`config.mk`:
```
export PLATFORM = sky130hd
export DESIGN_NAME = vga_timing_gen_flat
export DESIGN_NICKNAME = d
export VERILOG_FILES = /design/src/rtl/vga_timing_gen_if.sv /design/src/rtl/vga_timing_gen.sv /design/src/flat_wrapper.sv
export SDC_FILE = /design/constraint.sdc
export NUM_CORES = 1
export LEC_CHECK = 0
export BUFFER_PORTS_ARGS = -buffer_cell sky130_fd_sc_hd__buf_2
export CAP_MARGIN = 5
export CORE_ASPECT_RATIO = 0.5
export CORE_MARGIN = 8
export CORE_UTILIZATION = 55
export DETAILED_ROUTE_END_ITERATION = 8
export PLACE_DENSITY_LB_ADDON = 0.1
export SYNTH_ARGS = -nofsm -noshare
export SYNTH_HDL_FRONTEND = slang
export SYNTH_SLANG_ARGS = --single-unit
export TNS_END_PERCENT = 10
```
`constraint.sdc`:
```
create_clock -name pixel_clk -period 2.7 [get_ports pixel_clk]
set_input_delay 0.405 -clock pixel_clk [delete_from_list [all_inputs] [get_ports pixel_clk]]
set_output_delay 0.405 -clock pixel_clk [all_outputs]
set_load 0.01 [all_outputs]
```
`src/rtl/vga_timing_gen_if.sv`:
```
// vga_timing_gen_if
//   Raster timing bundle from the VGA timing generator to the pixel-stage
//   consumers (colour bar, pattern, framebuffer readers).
//
//   Flow control: the raster stream has no valid/ready handshake. Every
//   pixel-clock cycle carries exactly one pixel slot. Consumers cannot apply
//   backpressure. They qualify pixel data with DISPLAY and use LINE_START and
//   FRAME_START to realign.
//
//   Signals (master drives, slave observes):
//     X, Y         pixel coordinate of the current slot. The coordinate stays
//                  valid in blanking as well.
//     HSYNC/VSYNC  sync levels. The polarity is set by the generator parameters.
//     DISPLAY      high when (X,Y) lies inside the active area.
//     LINE_START   pulse on X==0 of every line.
//     FRAME_START  pulse on X==0, Y==0.
//     h_phase      debug view of the horizontal FSM state at the counter stage,
//                  one cycle ahead of X.
//     v_phase      debug view of the vertical FSM state at the counter stage,
//                  one cycle ahead of X.
interface vga_timing_gen_if #(
  parameter int X_WIDTH = 10,
  parameter int Y_WIDTH = 10
);
  logic [X_WIDTH-1:0] X;
  logic [Y_WIDTH-1:0] Y;
  logic               HSYNC;
  logic               VSYNC;
  logic               DISPLAY;
  logic               LINE_START;
  logic               FRAME_START;
  logic [1:0]         h_phase;
  logic [1:0]         v_phase;

  modport master (
    output X, Y, HSYNC, VSYNC, DISPLAY, LINE_START, FRAME_START, h_phase, v_phase
  );

  modport slave (
    input X, Y, HSYNC, VSYNC, DISPLAY, LINE_START, FRAME_START, h_phase, v_phase
  );
endinterface

```
`src/rtl/vga_timing_gen.sv`:
```
// vga_timing_gen
//   Free-running VGA raster timing generator. Horizontal and vertical counters
//   run through ACTIVE -> FRONT -> SYNC -> BACK. A pair of phase FSMs tracks
//   these counters. All raster outputs are registered from the same counter
//   and FSM snapshot, so they always describe the same pixel.
//
//   Ports:
//     pixel_clk  pixel clock; all logic runs on the rising edge.
//     reset      synchronous, active-high.
//     vga        vga_timing_gen_if.master. Carries X, Y, HSYNC, VSYNC,
//                DISPLAY, LINE_START, FRAME_START and the phase debug outputs.
module vga_timing_gen #(
  parameter int H_DISPLAY  = 640,
  parameter int H_FRONT    = 16,
  parameter int H_SYNC     = 96,
  parameter int H_BACK     = 48,
  parameter int V_DISPLAY  = 480,
  parameter int V_FRONT    = 10,
  parameter int V_SYNC     = 2,
  parameter int V_BACK     = 33,
  parameter bit H_SYNC_POL = 1'b0,
  parameter bit V_SYNC_POL = 1'b0,
  parameter int X_WIDTH    = 10,
  parameter int Y_WIDTH    = 10
) (
  input  logic               pixel_clk,
  input  logic               reset,
  vga_timing_gen_if.master   vga
);

  localparam int H_TOTAL = H_DISPLAY + H_FRONT + H_SYNC + H_BACK;
  localparam int V_TOTAL = V_DISPLAY + V_FRONT + V_SYNC + V_BACK;

  // Last count value of each phase. Each FSM leaves its phase when the counter
  // reaches that value, so the state always matches the counter.
  localparam logic [X_WIDTH-1:0] H_ACT_END = X_WIDTH'(H_DISPLAY - 1);
  localparam logic [X_WIDTH-1:0] H_FP_END  = X_WIDTH'(H_DISPLAY + H_FRONT - 1);
  localparam logic [X_WIDTH-1:0] H_SYN_END = X_WIDTH'(H_DISPLAY + H_FRONT + H_SYNC - 1);
  localparam logic [X_WIDTH-1:0] H_LAST    = X_WIDTH'(H_TOTAL - 1);
  localparam logic [Y_WIDTH-1:0] V_ACT_END = Y_WIDTH'(V_DISPLAY - 1);
  localparam logic [Y_WIDTH-1:0] V_FP_END  = Y_WIDTH'(V_DISPLAY + V_FRONT - 1);
  localparam logic [Y_WIDTH-1:0] V_SYN_END = Y_WIDTH'(V_DISPLAY + V_FRONT + V_SYNC - 1);
  localparam logic [Y_WIDTH-1:0] V_LAST    = Y_WIDTH'(V_TOTAL - 1);

  typedef enum logic [1:0] {H_ACT, H_FP, H_SYN, H_BP} h_state_t;
  typedef enum logic [1:0] {V_ACT, V_FP, V_SYN, V_BP} v_state_t;

  h_state_t           h_state, h_state_next;
  v_state_t           v_state, v_state_next;
  logic [X_WIDTH-1:0] h_cnt, h_cnt_next;
  logic [Y_WIDTH-1:0] v_cnt, v_cnt_next;
  logic               h_wrap;

  always_comb begin
    h_wrap       = (h_cnt == H_LAST);
    h_cnt_next   = h_wrap ? '0 : h_cnt + X_WIDTH'(1);
    v_cnt_next   = v_cnt;
    h_state_next = h_state;
    v_state_next = v_state;

    case (h_state)
      H_ACT:   if (h_cnt == H_ACT_END) h_state_next = H_FP;
      H_FP:    if (h_cnt == H_FP_END)  h_state_next = H_SYN;
      H_SYN:   if (h_cnt == H_SYN_END) h_state_next = H_BP;
      H_BP:    if (h_wrap)             h_state_next = H_ACT;
      default:                         h_state_next = H_ACT;
    endcase

    // The vertical side moves only on the last pixel of a line. VSYNC
    // therefore changes on whole-line boundaries, together with X==0.
    if (h_wrap) begin
      v_cnt_next = (v_cnt == V_LAST) ? '0 : v_cnt + Y_WIDTH'(1);
      case (v_state)
        V_ACT:   if (v_cnt == V_ACT_END) v_state_next = V_FP;
        V_FP:    if (v_cnt == V_FP_END)  v_state_next = V_SYN;
        V_SYN:   if (v_cnt == V_SYN_END) v_state_next = V_BP;
        V_BP:    if (v_cnt == V_LAST)    v_state_next = V_ACT;
        default:                         v_state_next = V_ACT;
      endcase
    end
  end

  // Counter/FSM stage and output stage share one register process. The
  // outputs show the counter snapshot from one cycle earlier.
  always_ff @(posedge pixel_clk) begin
    if (reset) begin
      h_cnt           <= '0;
      v_cnt           <= '0;
      h_state         <= H_ACT;
      v_state         <= V_ACT;
      vga.X           <= '0;
      vga.Y           <= '0;
      vga.HSYNC       <= ~H_SYNC_POL;
      vga.VSYNC       <= ~V_SYNC_POL;
      vga.DISPLAY     <= 1'b0;
      vga.LINE_START  <= 1'b0;
      vga.FRAME_START <= 1'b0;
    end else begin
      h_cnt           <= h_cnt_next;
      v_cnt           <= v_cnt_next;
      h_state         <= h_state_next;
      v_state         <= v_state_next;
      vga.X           <= h_cnt;
      vga.Y           <= v_cnt;
      vga.HSYNC       <= (h_state == H_SYN) ? H_SYNC_POL : ~H_SYNC_POL;
      vga.VSYNC       <= (v_state == V_SYN) ? V_SYNC_POL : ~V_SYNC_POL;
      vga.DISPLAY     <= (h_state == H_ACT) && (v_state == V_ACT);
      vga.LINE_START  <= (h_cnt == '0);
      vga.FRAME_START <= (h_cnt == '0) && (v_cnt == '0);
    end
  end

  assign vga.h_phase = h_state;
  assign vga.v_phase = v_state;

endmodule
```
`src/flat_wrapper.sv`:
```
// flat-port wrapper written by rule: the top's interface ports become plain ports
module vga_timing_gen_flat 
#(
  parameter int H_DISPLAY  = 640,
  parameter int H_FRONT    = 16,
  parameter int H_SYNC     = 96,
  parameter int H_BACK     = 48,
  parameter int V_DISPLAY  = 480,
  parameter int V_FRONT    = 10,
  parameter int V_SYNC     = 2,
  parameter int V_BACK     = 33,
  parameter bit H_SYNC_POL = 1'b0,
  parameter bit V_SYNC_POL = 1'b0,
  parameter int X_WIDTH    = 10,
  parameter int Y_WIDTH    = 10
)
  (pixel_clk, reset, vga_X, vga_Y, vga_HSYNC, vga_VSYNC, vga_DISPLAY, vga_LINE_START, vga_FRAME_START, vga_h_phase, vga_v_phase);
  vga_timing_gen_if #(.X_WIDTH(X_WIDTH), .Y_WIDTH(Y_WIDTH)) vga_i ();
  input  logic pixel_clk;
  input  logic reset;
  output wire logic [$bits(vga_i.X)-1:0] vga_X;
  output wire logic [$bits(vga_i.Y)-1:0] vga_Y;
  output wire logic [$bits(vga_i.HSYNC)-1:0] vga_HSYNC;
  output wire logic [$bits(vga_i.VSYNC)-1:0] vga_VSYNC;
  output wire logic [$bits(vga_i.DISPLAY)-1:0] vga_DISPLAY;
  output wire logic [$bits(vga_i.LINE_START)-1:0] vga_LINE_START;
  output wire logic [$bits(vga_i.FRAME_START)-1:0] vga_FRAME_START;
  output wire logic [$bits(vga_i.h_phase)-1:0] vga_h_phase;
  output wire logic [$bits(vga_i.v_phase)-1:0] vga_v_phase;
  assign vga_X = vga_i.X;
  assign vga_Y = vga_i.Y;
  assign vga_HSYNC = vga_i.HSYNC;
  assign vga_VSYNC = vga_i.VSYNC;
  assign vga_DISPLAY = vga_i.DISPLAY;
  assign vga_LINE_START = vga_i.LINE_START;
  assign vga_FRAME_START = vga_i.FRAME_START;
  assign vga_h_phase = vga_i.h_phase;
  assign vga_v_phase = vga_i.v_phase;
  vga_timing_gen #(.H_DISPLAY(H_DISPLAY), .H_FRONT(H_FRONT), .H_SYNC(H_SYNC), .H_BACK(H_BACK), .V_DISPLAY(V_DISPLAY), .V_FRONT(V_FRONT), .V_SYNC(V_SYNC), .V_BACK(V_BACK), .H_SYNC_POL(H_SYNC_POL), .V_SYNC_POL(V_SYNC_POL), .X_WIDTH(X_WIDTH), .Y_WIDTH(Y_WIDTH)) u_core (.pixel_clk(pixel_clk), .reset(reset), .vga(vga_i));
endmodule
```
## Yosys cells after proc, flatten, opt, wreduce, memory -nomap -nowiden

Cells that the tools add are included.

| word-level totals | value |
|---|---|
| input bits | 2 |
| flip-flop bits (word level) | 49 |
| memory bits (read-only) | 0 |
| memories | 0 |
| memory bits (writable) | 0 |
| output and inout port bits | 29 |
| latch bits | 0 |

| cells by class | value |
|---|---|
| multiplexer cells | 13 |
| order comparisons | 0 |
| multipliers | 0 |
| shift-type cells | 0 |
| $add $sub $neg | 2 |
| bitwise gates (word level) | 0 |
| equality and inequality tests | 22 |
| div/mod/pow operators | 0 |
| reductions and logical operators | 9 |

Operator list:

| operator | number |
|---|---|
| $eq A10 B10 Y1 const B | 5 |
| $eq A10 B9 Y1 const B | 3 |
| $add A10 B1 Y10 const B | 2 |
| $logic_not A10 Y1 | 2 |
| $mux W2 | 8 |
| $ne A2 B1 Y1 const B | 8 |
| $pmux W2 S4 | 2 |
| $mux W10 | 1 |
| $eq A2 B2 Y1 const B | 4 |
| $reduce_and A5 Y1 | 1 |
| $eq A2 B1 Y1 const B | 2 |
| $logic_not A2 Y1 | 2 |
| $reduce_and A4 Y1 | 1 |
| $logic_and A1 B1 Y1 | 2 |
| $mux W1 | 2 |
| $reduce_or A2 Y1 | 1 |

## Logic depth before layout (Yosys ltp)

Gate-level depths: netlist of the first run.

| depth | value |
|---|---|
| word-level depth | 3 |
| mapped depth | 7 |
| gate-level depth less buffers | 7 |

## Worst setup path before layout of the first run

OpenSTA, ideal clock, no wires.

| timing | value |
|---|---|
| path type | register to register |
| start | register u_core.v_cnt[0] |
| end | register u_core.v_state[0] (netlist: u_core.vga.v_phase[0]) |
| arrival time | 1.742 ns |
| setup slack | 0.829 ns |
| data required time | 2.571 ns |
| clock period less this slack | 1.871 ns |
| cell stages (with the launch flop) | 8 |
| library setup time | 0.129 ns |
| path through | dfxtp_1 -> inv_1 -> ha_1 -> or4b_4 -> nor4_4 -> o21a_1 -> and4bb_1 -> nor3_2 |

| on the way | value |
|---|---|
| longest elaborated chain between the ends | 3 |
| elaborated cells on any way between the ends | 9 |
| classes of those cells | eq/ne: 8; reduce/logical: 1 |

RTL lines:

| item | RTL line | text |
|---|---|---|
| from (decl) | vga_timing_gen.sv:51 | `logic [Y_WIDTH-1:0] v_cnt, v_cnt_next;` |
| from (signal assigned) | vga_timing_gen.sv:100 | `v_cnt <= v_cnt_next;` |
| $eq A10 B9 Y1, or another cell as far along | vga_timing_gen.sv:76 | `V_SYN: if (v_cnt == V_SYN_END) v_state_next = V_BP;` |
| $ne A2 B1 Y1 (no source line) | - |  |
| $reduce_and A5 Y1 (no source line) (*) | - |  |
| to (signal assigned) | vga_timing_gen.sv:102 | `v_state <= v_state_next;` |
| to (decl) | vga_timing_gen.sv:49 | `v_state_t v_state, v_state_next;` |

Every way passes the cells marked *; elsewhere a longest branch is shown, timed or not.
A chain may end at the register's enable or synchronous reset.

## Worst setup path in the final report of the first run

Ends and elaborated chain as after synthesis.

==> metrics.cfg, run 1 <==
[outcome]
run_status = completed

[placement]
io_buffer_count = 30
hpwl_mm = 2.81
placed_cells = 287
place_congestion = 0.864

[routing]
vias = 1521
dr_wl_met3_microns = 217
dr_wl_met2_mm = 1.89
wire_per_inst_microns = 13.3
drt-met1-wl_mm = 1.78
vias_per_cell = 5.16
drtIter0Drc = 27
top_layer = met4
dr.pass1.iters = 4
detail-route-antenna-nets = 0
totalWireLength_mm = 3.93
drc = 0

[synth]
synth-async-reset-ratio_pct = 0
ys_seq_area_share_pct = 46.9
synthFlopType = dfxtp_1
syn_area_sq_um = 2090
yosys_warnings = 0
synth_edf_count = 0
syn_avg_cell_area_sq_um = 9.81
synth_area_leaders = dfxtp_1, ha_1, nor2_1, xor2_1, nor2b_1
synth_cell_type_count = 43
yosysTopAreaCell = dfxtp_1
ys_ff_latch = 49
synth_nets = 228
synth_top_area_share_pct = 46.9
synth_cells = 213

[setup_path]
path_delay_family = simple AND/OR/NAND/NOR gates
end_kind = flop
crit_buf_inv = 1
critPathArrivalTime_ns = 2.24
crit_fanout = 8
critPathSlowestCell = or4b_4
cp-start-kind = flop
crit_type = flop to flop
cpPeakStageDelay_ns = 0.48
cp_cell_sequence = inv_1, ha_1, or4b_4, nor4_4, o21a_1, and4bb_1, nor3_2
cp.required_ns = 2.87

[cells_and_area]
area_growth_pct = 14.6
mostFrequentLayoutCells = dfxtp_1, nor2_1, buf_2
ff_latch_area_sq_um = 981
diodes = 0
nFillCells = 295
fin_nets = 258
drive_gt1_share_pct = 20.5
multi_input_area_sq_um = 1030
fin_cells = 295
layout_commonest_cell = dfxtp_1

[grt]
grt_pass1_wl_mm = 6.58
grt_pass1_vias = 1445
grt_max_degree = 38
overflow = 0
antenna_found_initial = 0
grt.total_usage_pct = 13.6

[floorplanning]
rows = 15
start_util_pct = 59.2
dieHeight_microns = 59.6
core_area_sq_um = 3530
dieArea_sq_um = 6150
pin_count = 31
die_x_microns = 103

[pwr]
power.density_nw_per_um2 = 591
irDropWorstVdd_mv = 0.304
power.total_mw = 1.42
leakage_nw = 1.02

[cts]
cts_tree = built
post_cts_buffers = 0
cts-root-buf = clkbuf_8
numCtsBuffers = 5
htree_levels = 2
clk_latency_ns = 0.30
cts_resized = 0
clk_pin_slew_worst_paths_ns = 0.09
hold_buffers = 0
cts_buffer_depth = 2
clock_sink_count = 49

[timing]
setup_viol = 0
tightest_slew_ns = 0.640
skew_ns = 0.00309
slew_headroom_pct = 57.4
rsz0062_at_grt = no
hold_violations = 0
finalSetupTns_ns = 0
report.final.slew_viol_count = 0
fmax_mhz = 484
period_share_pct = 76.6
holdWs_ns = 0.479
finalCriticalPeriod_ns = 2.07

[min_path]
hold_path_class = flop to flop

[job]
maxCapViolations = 0

-- cells by family after synthesis --
group	Yosys count	synth area share (%)
compound gates	15	6.29
xor+xnor	16	6.71
fa+ha+maj	13	7.78
buf+inv	19	3.53
flops	49	46.9
simple gates	101	28.7
-- per-stage QoR --
stage | setup WS, ns | instance area, sq um | util, %
6_report | 0.632 | 2390 | 67.9
3_3_place_gp | 0.739 | 2270 | 64.5
2_1_floorplan | 0.829 | 2090 | -
4_1_cts | 0.661 | 2390 | 67.9
3_5_place_dp | 0.682 | 2270 | 64.5
5_1_grt | 0.495 | 2390 | 67.9
-- metal layers --
layer  vias up  global-route usage [%]
met5         -                       0
met4         0                    4.28
met3         9                    3.86
met2        36                    23.6
met1       698                    15.9
li1        778                       -
-- where the power goes --
group	internal [mW]	switching [mW]
sequential	0.742	0.0130
combinational	0.0485	0.0685
clock	0.301	0.242
-- Yosys cell counts (all sizes together), types with 3 or more instances --
| cell type | number |
|---|---|
| nor2b | 16 |
| nand4 | 5 |
| xnor2 | 4 |
| dfxtp | 49 |
| inv | 12 |
| ha | 13 |
| nand2 | 4 |
| o31ai | 3 |
| nor3 | 8 |
| nor2 | 31 |
| nand3 | 12 |
| nand2b | 3 |
| xor2 | 12 |
| clkbuf | 5 |
| and3 | 5 |
-- state kept, by name, summed over array words and instances (netlist names) --
name and flops:
u_core.vga.Y 10, u_core.vga.DISPLAY 1, u_core.v_cnt 10, u_core.vga.VSYNC 1
u_core.vga.FRAME_START 1, u_core.vga.v_phase 2, u_core.vga.X 10, u_core.vga.HSYNC 1
u_core.vga.h_phase 2, u_core.vga.LINE_START 1, u_core.h_cnt 10
-- worst paths after layout --
| kind | startpoint | endpoint | slack [ns] | depth (start not counted) |
|---|---|---|---|---|
| max | u_core.v_cnt[0] | u_core.vga.v_phase[0] | 0.63 | 7 |
| min | u_core.h_cnt[0] | u_core.h_cnt[0] | 0.48 | 1 |
| max reg2reg | u_core.v_cnt[0] | u_core.vga.v_phase[0] | 0.63 | 7 |
| min reg2reg | u_core.h_cnt[0] | u_core.h_cnt[0] | 0.48 | 1 |
-- cell type report --
type                       instances  share of cell area, %
sequential                        49                   41.0
inverter                          12                   1.88
clock buffer                       6                   3.45
clock inverter                     2                   1.57
timing repair buffer              30                   6.27
multi-input combinational        145                   43.2
tap                               51                   2.66
Power figures use the tool's default switching activity.
==> run 2: changes to the inputs <==
- clock period: 2.7 -> 2 ns (I/O delays scaled with it)
==> metrics.cfg, run 2 (same netlist as run 1, synthesis figures left out) <==
[pwr]
irDropWorstVdd_mv = 0.392  ; +29%
p_comb_share_pct = 9.2  ; +0.9 points
pwr-share-clk_pct = 32.4  ; -6.0 points
leakage_nw = 1.10  ; +7.1%
p_seq_share_pct = 58.5  ; +5.2 points
power.density_nw_per_um2 = 699  ; +18%
power.total_mw = 1.74  ; +23%
cellInternalPower_mw = 1.31  ; +20%
switching_share_pct = 24.8  ; +1.9 points
switchingPower_mw = 0.432  ; +34%

[setup_path]
critPathArrivalTime_ns = 2.05  ; -0.19 ns
r2r_setup_slack_ns = 0.13  ; -0.50 ns
critPathSlowestCell = or4b_4
crit_type = flop to flop
cp-start-kind = flop
ff2ff_path_depth = 7  ; unchanged
cp.required_ns = 2.18  ; -0.69 ns
r2r_start = u_core.v_cnt[1]
cpPeakStageDelay_ns = 0.48  ; about the same
end_kind = flop
r2r-end = u_core.vga.v_phase[0]
cp_cell_sequence = inv_1, ha_1, or4b_4, nor4_4, o21a_1, and4bb_1, nor3_2
crit_fanout = 4  ; -4

[floorplanning]
die_x_microns = 103  ; unchanged
core_area_sq_um = 3530  ; unchanged
dieArea_sq_um = 6150  ; unchanged
pin_count = 31  ; unchanged
rows = 15  ; unchanged
dieHeight_microns = 59.6  ; unchanged
start_util_pct = 59.2  ; unchanged

[cts]
clk_pin_slew_worst_paths_ns = 0.09  ; about the same
htree_levels = 2  ; unchanged
cts_tree = built
clock_sink_count = 49  ; unchanged
clk_latency_ns = 0.30  ; about the same
cts_buffer_depth = 2  ; unchanged
numCtsBuffers = 5  ; unchanged
hold_buffers = 0  ; unchanged
cts-root-buf = clkbuf_8

[placement]
hpwl_mm = 2.87  ; +2.3%
io_buffer_count = 30  ; unchanged
place_congestion = 0.849  ; -1.7%

[cells_and_area]
area_growth_pct = 19.4
mostFrequentLayoutCells = dfxtp_1, nor2_1, buf_2
diodes = 0  ; unchanged
drive_gt1_share_pct = 26.4  ; +5.9 points
layout_commonest_cell = dfxtp_1
nFillCells = 297  ; +0.68%
fin_nets = 275  ; +6.6%

[job]
maxCapViolations = 0  ; unchanged

[timing]
setup_viol = 0  ; unchanged
finalCriticalPeriod_ns = 1.87  ; -0.198 ns
finalSetupTns_ns = 0  ; unchanged
period_share_pct = 93.5  ; +17 points
tightest_slew_ns = 0.491  ; -0.148 ns
slew_headroom_pct = 66.8  ; +9.4 points
hold_violations = 0  ; unchanged
rsz0062_at_grt = no
skew_ns = 0.00431  ; +0.00122 ns
fmax_mhz = 535  ; +11%
report.final.slew_viol_count = 0  ; unchanged

[routing]
totalWireLength_mm = 3.89  ; -0.99%
drtIter0Drc = 24  ; -11%
vias = 1585  ; +4.2%
vias_per_cell = 5.08  ; -1.5%
wire_per_inst_microns = 12.5  ; -6.4%
drc = 0  ; unchanged
detail-route-antenna-nets = 0  ; unchanged
dr.pass1.iters = 4  ; unchanged

[min_path]
worstHoldPathCells = 2  ; +1
hold_path_class = primary input to flop
worstHoldEndpoint = u_core.vga.Y[0]
hp-start = reset

[grt]
grt_pass1_wl_mm = 6.62  ; +0.75%
grt_pass1_vias = 1447  ; +0.14%
grt.total_usage_pct = 13.9  ; +0.34 points
antenna_found_initial = 0  ; unchanged
overflow = 0  ; unchanged
grt_max_degree = 28  ; -26%

[outcome]
run_status = completed

==> run 2: worst max path at each step <==
stage / depth (start not counted) / endpoint / slack, ns / from
after floorplan: 7 / u_core.vga.v_phase[0] / 0.13 / u_core.v_cnt[0]
after global placement: 7 / u_core.v_cnt[9] / 0.09 / u_core.v_cnt[1]
after detailed placement: 7 / u_core.v_cnt[8] / 0.03 / u_core.v_cnt[1]
after CTS: 7 / u_core.v_cnt[8] / 0.02 / u_core.v_cnt[1]
after global routing: 7 / u_core.v_cnt[9] / 0.02 / u_core.h_cnt[1]
final: 7 / u_core.vga.v_phase[0] / 0.13 / u_core.v_cnt[1]
==> run 2: stage by stage <==
stage	instance area (sq um)	instances	hold slack, ns	utilization, %	worst slack [ns]
final	2490	312	0.428	70.7	0.130
after global routing	2490	312	0.458	70.7	0.0178
after CTS	2470	310	0.432	70.1	0.0167
after detailed placement	2390	302	0.500	67.7	0.0287
after global placement	2390	302	0.493	67.7	0.0855
after floorplan	2090	213	0.430	-	0.129
==> run 2: what timing repair did <==
item	in CTS	in global routing
buffers inserted	0	2
gates resized for setup	0	2
endpoints found under the setup margin	0	19
==> run 2: power groups by stage <==
stage	clock network (mW)	registers, mW	logic [mW]
after floorplan	0	1.05	0.100
after global placement	0	1.04	0.157
after detailed placement	0	1.04	0.161
after CTS	0.579	1.02	0.162
after global routing	0.616	1.02	0.182
final	0.564	1.02	0.160
==> run 2: area by class of cell <==
class | instances | area [sq um] | share of cell area, %
sequential | 49 | 981 | 39.3
timing repair buffer | 47 | 278 | 11.1
clock buffer | 5 | 68.8 | 2.76
clock inverter | 3 | 17.5 | 0.702
inverter | 12 | 45.0 | 1.81
tap | 51 | 63.8 | 2.56
multi-input combinational | 145 | 1040 | 41.7
==> run 2: critical path: cells and delay by family, from the launching register on <==
family          cells  cell delay (ns)
fa+ha+maj           1             0.17
simple gates        4             0.92
compound gates      1             0.22
buf+inv             1             0.12
flops               1             0.32
==> run 2: metal layers <==
layer  routed length (microns)  GRT usage, %  up-vias  share of wire [%]
met5                         0             0        -                  0
met4                        41          6.11        0                1.1
met3                       294          5.04        4                7.6
met2                      1810          22.6       35                 46
met1                      1750          16.3      730                 45
li1                          -             -      816                  -
